--- config.mk ---
export PLATFORM = sky130hd
export DESIGN_NAME = bcd_to_bin_seq
export DESIGN_NICKNAME = d
export VERILOG_FILES = /design/src/rtl/bcd_to_bin_seq.sv
export SDC_FILE = /design/constraint.sdc
export NUM_CORES = 1
export LEC_CHECK = 0
export CORE_ASPECT_RATIO = 0.6
export CORE_UTILIZATION = 54
export CTS_CLUSTER_DIAMETER = 200
export DETAILED_ROUTE_END_ITERATION = 16
export PLACE_DENSITY = 0.79
export SYNTH_ARGS = -nofsm -noshare
export SYNTH_HDL_FRONTEND = slang
export SYNTH_SLANG_ARGS = --single-unit
--- constraint.sdc ---
create_clock -name clk -period 3.35 [get_ports clk]
set_input_delay 0.5025 -clock clk [delete_from_list [all_inputs] [get_ports clk]]
set_output_delay 0.5025 -clock clk [all_outputs]
set_load 0.03 [all_outputs]
--- src/rtl/bcd_to_bin_seq.sv ---
// Sequential BCD-to-binary converter: one digit per clock, most significant first,
// accumulating acc*10 + digit, with a valid/ready handshake on both sides.
module bcd_to_bin_seq #(
    parameter int DIGITS = 3,
    parameter int OUT_W  = 10
) (
    input  logic             clk,
    input  logic             rst_n,
    input  logic             in_valid,
    output logic             in_ready,
    input  logic [3:0]       bcd_2,
    input  logic [3:0]       bcd_1,
    input  logic [3:0]       bcd_0,
    output logic             out_valid,
    input  logic             out_ready,
    output logic [OUT_W-1:0] bin_out,
    output logic             err
);

    typedef enum logic [1:0] {
        IDLE = 2'd0,
        CONV = 2'd1,
        DONE = 2'd2
    } stateT;

    stateT            state;
    stateT            nextState;

    logic [3:0]       digitIn  [4];
    logic [3:0]       digitReg [4];
    logic [1:0]       idx;
    logic [OUT_W-1:0] acc;
    logic [OUT_W-1:0] accNext;
    logic             errInt;
    logic             errNext;
    logic [3:0]       curDigit;
    logic [OUT_W-1:0] binReg;
    logic             errReg;

    // Shift-and-add form of acc*10 + d; wraps modulo 2^OUT_W on invalid digits.
    function automatic logic [OUT_W-1:0] mulAdd10(input logic [OUT_W-1:0] a,
                                                  input logic [3:0]       d);
        return (a << 3) + (a << 1) + OUT_W'(d);
    endfunction

    function automatic logic isBadDigit(input logic [3:0] d);
        return (d > 4'd9);
    endfunction

    // Ports only carry three digits; a fourth position is treated as zero.
    assign digitIn[0] = bcd_0;
    assign digitIn[1] = bcd_1;
    assign digitIn[2] = bcd_2;
    assign digitIn[3] = 4'd0;

    assign curDigit = digitReg[idx];
    assign accNext  = mulAdd10(acc, curDigit);
    assign errNext  = errInt | isBadDigit(curDigit);

    always_ff @(posedge clk or negedge rst_n) begin
        if (!rst_n) begin
            state <= IDLE;
        end else begin
            state <= nextState;
        end
    end

    always_comb begin
        nextState = state;
        case (state)
            IDLE:    if (in_valid)    nextState = CONV;
            CONV:    if (idx == 2'd0) nextState = DONE;
            DONE:    if (out_ready)   nextState = IDLE;
            default:                  nextState = IDLE;
        endcase
    end

    always_comb begin
        in_ready  = (state == IDLE);
        out_valid = (state == DONE);
    end

    // Result registers load on the final CONV edge, so DONE outputs are
    // registered and simply hold until the next conversion finishes.
    always_ff @(posedge clk or negedge rst_n) begin
        if (!rst_n) begin
            for (int i = 0; i < 4; i++) digitReg[i] <= 4'd0;
            acc    <= '0;
            idx    <= 2'd0;
            errInt <= 1'b0;
            binReg <= '0;
            errReg <= 1'b0;
        end else begin
            case (state)
                IDLE: begin
                    if (in_valid) begin
                        for (int i = 0; i < 4; i++)
                            digitReg[i] <= (i < DIGITS) ? digitIn[i] : 4'd0;
                        acc    <= '0;
                        idx    <= 2'(DIGITS - 1);
                        errInt <= 1'b0;
                    end
                end
                CONV: begin
                    acc    <= accNext;
                    errInt <= errNext;
                    idx    <= idx - 2'd1;
                    if (idx == 2'd0) begin
                        binReg <= errNext ? '0 : accNext;
                        errReg <= errNext;
                    end
                end
                default: ;
            endcase
        end
    end

    assign bin_out = binReg;
    assign err     = errReg;

endmodule

==> flow_summary.toml, run 1 <==
[clock_tree]
cts_tree = "done"
cts_resized = 0
clkLatencyLatePin_ns = 0.30
root_buffer = "clkbuf_8"
cts_sinks = 37
cts_setup_buffers = 0
numCtsBuffers = 5
clk_pin_slew_ns = 0.07
h-tree-depth = 2
cts.path.max_buffers = 2
hold_buffers = 0

[placement]
placed_cell_area_um2 = 2310
dpl.hpwl_um = 3220
place_congestion = 0.931
place_ws_ns = 0.363
portBuffers = 28

[worst_setup_path]
worstPathRequired_ns = 3.56
cpPeakStageDelay_ns = 0.58
end_kind = "register"
cpMaxStageDelayCell = "dfrtp_1"
start_kind = "register"
cp.arrival_ns = 3.29
cp_max_fo = 8
path_class = "register to register"
cp_common_cell = "ha_1"
reg2reg_slack_ns = 0.27
crit_path_cell_trace = "mux2_1 -> nand2_2 -> nand2_1 -> ha_1 -> ha_1 -> inv_1 -> fa_1 -> nor2b_1 -> o31a_1 -> or4b_1 -> nand3_1 -> o2bb2ai_1"

[route]
vias_per_cell = 5.49
antenna_left = 0
drt-wirelength-per-cell_um = 16.1
drc = 0
wl_um = 4440
dr.pass1.iters = 4
vias = 1511
dr.first_iter.drc_count = 70

[synth]
synth_edf_count = 0
syn_inst = 198
async_reset_ff_share_pct = 100
synth_warnings = 0
syn_nets = 231
yosys-top-cells-area = "dfrtp_1 (47%), nand2_1 (10%), ha_1 (9.5%)"
ys_ff_latch = 37
syn_area_per_cell_um2 = 10.0
synth_top_cell_area_share_pct = 46.7
yosys.cell_types.count = 39
syn_area_um2 = 1980
ys.flop_type = "dfrtp_1"
yosysTopAreaCell = "dfrtp_1"
yosysSeqAreaShare_pct = 46.7

[power_and_ir_drop]
p_leak_uw = 0.00118
cellPowerDensity_nw_per_um2 = 1080
ir_worst_vdd_v = 0.000600
p_sw_uw = 1150
power_frac_clock_pct = 11.5
p_seq_share_pct = 31.5
power_frac_comb_pct = 57.0
switching_share_pct = 44.9
power.internal_uw = 1420

[timing]
finalSetupTns_ns = 0
finClkSkew_ns = 0.00836
holdWs_ns = 0.487
setup_viol = 0
worstMarginPinSlew_ns = 0.712
slew_headroom_pct = 52.5
fin_crit_ns = 3.08
finalMaxSlewViolations = 0
hold_viol_final = 0
fin_ws_ns = 0.265
fin_crit_sh_pct = 92.1
fmax_mhz = 324
rsz0062_at_grt = "false"

[global_routing]
antenna_found_initial = 0
grt_max_degree = 38
grt_pass1_wl_um = 7490
grt_usage_pct = 26.5
overflow = 0
grt_pass1_vias = 1541

[final_layout]
area_growth_pct = 20.4
nets = 262
num_antenna_cells = 0
design_area_um2 = 2390
drive_gt1_share_pct = 6.52

[flow_run]
maxCapViolCount = 0

[floorplanning]
rows = 16
io_pins = 29
fp.dieArea_um2 = 3930
initial_core_util_pct = 58.6
core_um2 = 3380
dieWidth_um = 80.2
die_y_um = 48.9

[min_path]
hold_class = "register to register"

[outcome]
status = "completed"
[cells in the final DEF (no fill, tap or decap), drive strengths merged, types with 2 or more instances in the layout]
| cell | count |
|---|---|
| ha | 15 |
| nor2 | 5 |
| xnor2 | 4 |
| inv | 10 |
| mux2i | 3 |
| clkbuf | 8 |
| clkdlybuf4s50 | 28 |
| xor2 | 2 |
| a21oi | 4 |
| o41ai | 2 |
| nand2 | 55 |
| o2bb2ai | 2 |
| dfrtp | 37 |
| fa | 2 |
| a22o | 9 |
| a21o | 3 |
| nand3 | 6 |
| nor2b | 4 |
| a31oi | 2 |
| nand2b | 2 |
| buf | 3 |
| o21ai | 12 |
| mux2 | 2 |
[power groups by stage]
stage | registers, uW | logic (uW) | clock network (uW)
floorplan | 854 | 992 | 0
global placement | 801 | 1390 | 0
detailed placement | 808 | 1460 | 0
CTS | 806 | 1470 | 302
global route | 833 | 1620 | 323
finish | 809 | 1470 | 296
[layout make-up]
| type | count | area, um^2 |
|---|---|---|
| clock buffer | 8 | 80.1 |
| fill | 253 | 996 |
| inverter | 10 | 37.5 |
| multi-input combinational | 144 | 985 |
| sequential | 37 | 926 |
| tap | 45 | 56.3 |
| timing repair buffer | 31 | 303 |
[worst max-delay path: cells and delay by family, from the launching register on]
kind / cells / cell delay (ns)
mux: 1 / 0.38
compound gates: 2 / 0.39
simple gates: 5 / 0.86
flops: 1 / 0.58
fa+ha+maj: 3 / 0.72
buf+inv: 1 / 0.08
[logic make-up after synthesis]
family | count (synthesis) | share of synthesized area (%)
DFF | 37 | 46.7
AOI/OAI and AO/OA | 40 | 15.7
muxes | 5 | 2.84
buffers and inverters | 17 | 3.66
xor gates and xnor gates | 6 | 2.65
adders and majority gates | 17 | 11.5
and+or+nand+nor | 76 | 17.0
[path summary, 6_finish.rpt]
kind                              start           end  cells after the start
setup / recovery                 idx[0]        acc[8]                     12
hold / removal             digitReg[12]  digitReg[12]                      2
setup reg to reg                 idx[0]        acc[8]                     12
hold reg to reg            digitReg[12]  digitReg[12]                      2
max in group asynchronous         rst_n    bin_out[7]                      2
min in group asynchronous         rst_n    bin_out[2]                      2
[cell usage after synthesis (all sizes together) (3+ instances only)]
| cell type | n |
|---|---|
| nand2 | 55 |
| dfrtp | 37 |
| ha | 15 |
| o21ai | 12 |
| inv | 10 |
| a22o | 9 |
| nand3 | 6 |
| nor2 | 5 |
| a21oi | 4 |
| clkbuf | 4 |
| nor2b | 4 |
| xnor2 | 4 |
| a21o | 3 |
| buf | 3 |
| mux2i | 3 |
[metrics by stage]
stage | total power, uW | util (%) | std cells
final | 2570 | 70.6 | 275
after global routing | 2780 | 70.6 | 275
after CTS | 2580 | 70.6 | 275
after detailed placement | 2260 | 68.2 | 267
after global placement | 2190 | 68.2 | 267
after floorplan | 1850 | - | 198
[registers in the layout, summed over array words and instances (netlist names)]
name / count
err: 1
bin_out: 10
errInt: 1
idx: 2
state: 2
acc: 9
digitReg: 12
[metal layers]
metal  track usage (%)  vias to the layer above  wire, um
li1                  -                      739         -
met1              38.3                      709      2130
met2              37.5                       54      1910
met3              8.22                        9       329
met4              9.82                        0        70
met5                 0                        -         0
No activity file was read; power rests on OpenSTA's default activity.
==> inputs of run 2 (changes only) <==
Settings changed: CORE_UTILIZATION 54 to 48, PLACE_DENSITY 0.79 to 0.75.
Clock period 3.35 ns to 2.5 ns, I/O delays scaled along.
==> flow_summary.toml, run 2 (synthesis gave the netlist of run 1 again) <==
[outcome]
status = "finished, violations left"
violations = "design-rule violations, negative setup slack"

[min_path]
hold_class = "register to register"

[global_routing]
grt_pass1_wl_um = 7890
overflow = 0
grt_max_degree = 38
antenna_found_initial = 0
grt_pass1_vias = 1558
grt_usage_pct = 24.1

[worst_setup_path]
reg2reg_depth = 9
cpMaxStageDelayCell = "fa_2"
reg2reg_slack_ns = -0.25
end_kind = "register"
worstPathRequired_ns = 2.72
crit_end = "bin_out[8]"
cp.arrival_ns = 2.97
cp_max_fo = 6
path_buf_inv = 0
reg2reg_to = "bin_out[8]"
cp_top_family = "adder cells"
r2r_start = "idx[0]"
cpPeakStageDelay_ns = 0.61
crit_path_cell_trace = "mux2_4 -> a22oi_4 -> fa_2 -> fa_2 -> nor2b_4 -> o31a_1 -> or4b_4 -> nand3_4 -> a22o_1"
cp_common_cell = "fa_2"
path_class = "register to register"
cp_num_cells = 9
crit_start = "idx[0]"
start_kind = "register"

[final_layout]
max_flop_register = "digitReg"
final_cell_mix = "nand2_1 (53), dfrtp_1 (36), clkdlybuf4s50_1 (28), buf_4 (18), ha_1 (11)"
post-route-util_pct = 70.1
nFillCells = 295
nets = 278
drive_gt1_share_pct = 23.2
final_common_cell = "nand2_1"
num_antenna_cells = 0
largest_register_ffs = 12
area_growth_pct = 34.5

[power_and_ir_drop]
p_seq_share_pct = 26.8
power_frac_comb_pct = 62.0
cellPowerDensity_nw_per_um2 = 1510
p_leak_uw = 0.00130
power_frac_clock_pct = 11.2
switching_share_pct = 42.9
p_sw_uw = 1730
ir_worst_vdd_v = 0.000760
power.internal_uw = 2310

[route]
wl_um = 4590
drc = 2
vias = 1568
vias_per_cell = 5.35
drt-wirelength-per-cell_um = 15.7
dr.pass1.iters = 10
antenna_left = 0
dr.first_iter.drc_count = 54

[clock_tree]
h-tree-depth = 2
root_buffer = "clkbuf_8"
cts_tree = "done"
cts.path.max_buffers = 2
hold_buffers = 0
numCtsBuffers = 5
clkLatencyLatePin_ns = 0.28
clk_pin_slew_ns = 0.07
cts_sinks = 37

[timing]
fin_crit_sh_pct = 110
fmax_mhz = 364
finClkSkew_ns = 0.00691
finalMaxSlewViolations = 0
fin_ws_ns = -0.251
rsz0062_at_grt = "true"
hold_viol_final = 0
setup_viol = 11
fin_crit_ns = 2.75
holdWs_ns = 0.482
slew_headroom_pct = 49.9
worstMarginPinSlew_ns = 0.750

[floorplanning]
rows = 17
fp.dieArea_um2 = 4400
dieWidth_um = 85.0
die_y_um = 51.8
io_pins = 29
initial_core_util_pct = 52.1
core_um2 = 3810

[placement]
place_ws_ns = -0.322
place_congestion = 0.847
portBuffers = 28
dpl.hpwl_um = 3160

[flow_run]
maxCapViolCount = 0
-- run 2: final cells by class --
type,instances,area [um^2],share of cell area (%)
Clock inverter,1,5.00,0.188
Inverter,10,37.5,1.41
Sequential cell,37,927,34.8
Timing Repair Buffer,47,427,16.0
Multi-Input combinational cell,144,1120,41.8
Tap cell,47,58.8,2.20
Clock buffer,7,96.3,3.61
-- run 2: routing by layer --
metal	routed length (um)	GRT usage [%]	vias up
met2	1790	32.4	35
met3	187	5.24	4
li1	-	-	769
met1	2580	38.7	760
met4	28	5.08	0
met5	0	0	-
-- run 2: worst register-to-register path: stages, from the launching register on --
cell	delay, ns
dfrtp_2	0.48
mux2_4	0.24
a22oi_4	0.06
fa_2	0.61
fa_2	0.25
nor2b_4	0.05
o31a_1	0.28
or4b_4	0.50
nand3_4	0.09
a22o_1	0.12
-- run 2: worst min-delay path by stage --
stage,start,to,slack [ns],cells after the start
3_3_place_gp,bin_out[3],bin_out[3],0.46,2
4_1_cts,digitReg[13],digitReg[13],0.49,2
2_1_floorplan,rst_n,acc[0],0.08,0
5_1_grt,bin_out[0],bin_out[0],0.49,2
6_report,bin_out[3],bin_out[3],0.48,2
3_5_place_dp,bin_out[0],bin_out[0],0.46,2
-- run 2: per-stage QoR --
stage / instance area (um^2) / power (uW) / instances / setup TNS, ns
6_report: 2670 / 4040 / 293 / -1.31
5_1_grt: 2670 / 4360 / 293 / -2.20
4_1_cts: 2610 / 3890 / 292 / -1.07
3_5_place_dp: 2420 / 3210 / 281 / -2.04
3_3_place_gp: 2420 / 3180 / 281 / -1.30
2_1_floorplan: 2000 / 2510 / 198 / -0.521
-- run 2: timing repair --
action                     4_1_cts  5_1_grt
gates resized for setup         16        9
setup endpoints to repair       10       12
buffers inserted                 3        1
pin swaps                        7        9
-- run 2: power by group through the flow --
stage | Sequential [uW] | Combinational [uW] | Clock [uW]
2_1_floorplan | 1150 | 1370 | 0
3_3_place_gp | 1070 | 2110 | 0
3_5_place_dp | 1070 | 2140 | 0
4_1_cts | 1070 | 2360 | 459
5_1_grt | 1110 | 2750 | 493
6_report | 1080 | 2500 | 452
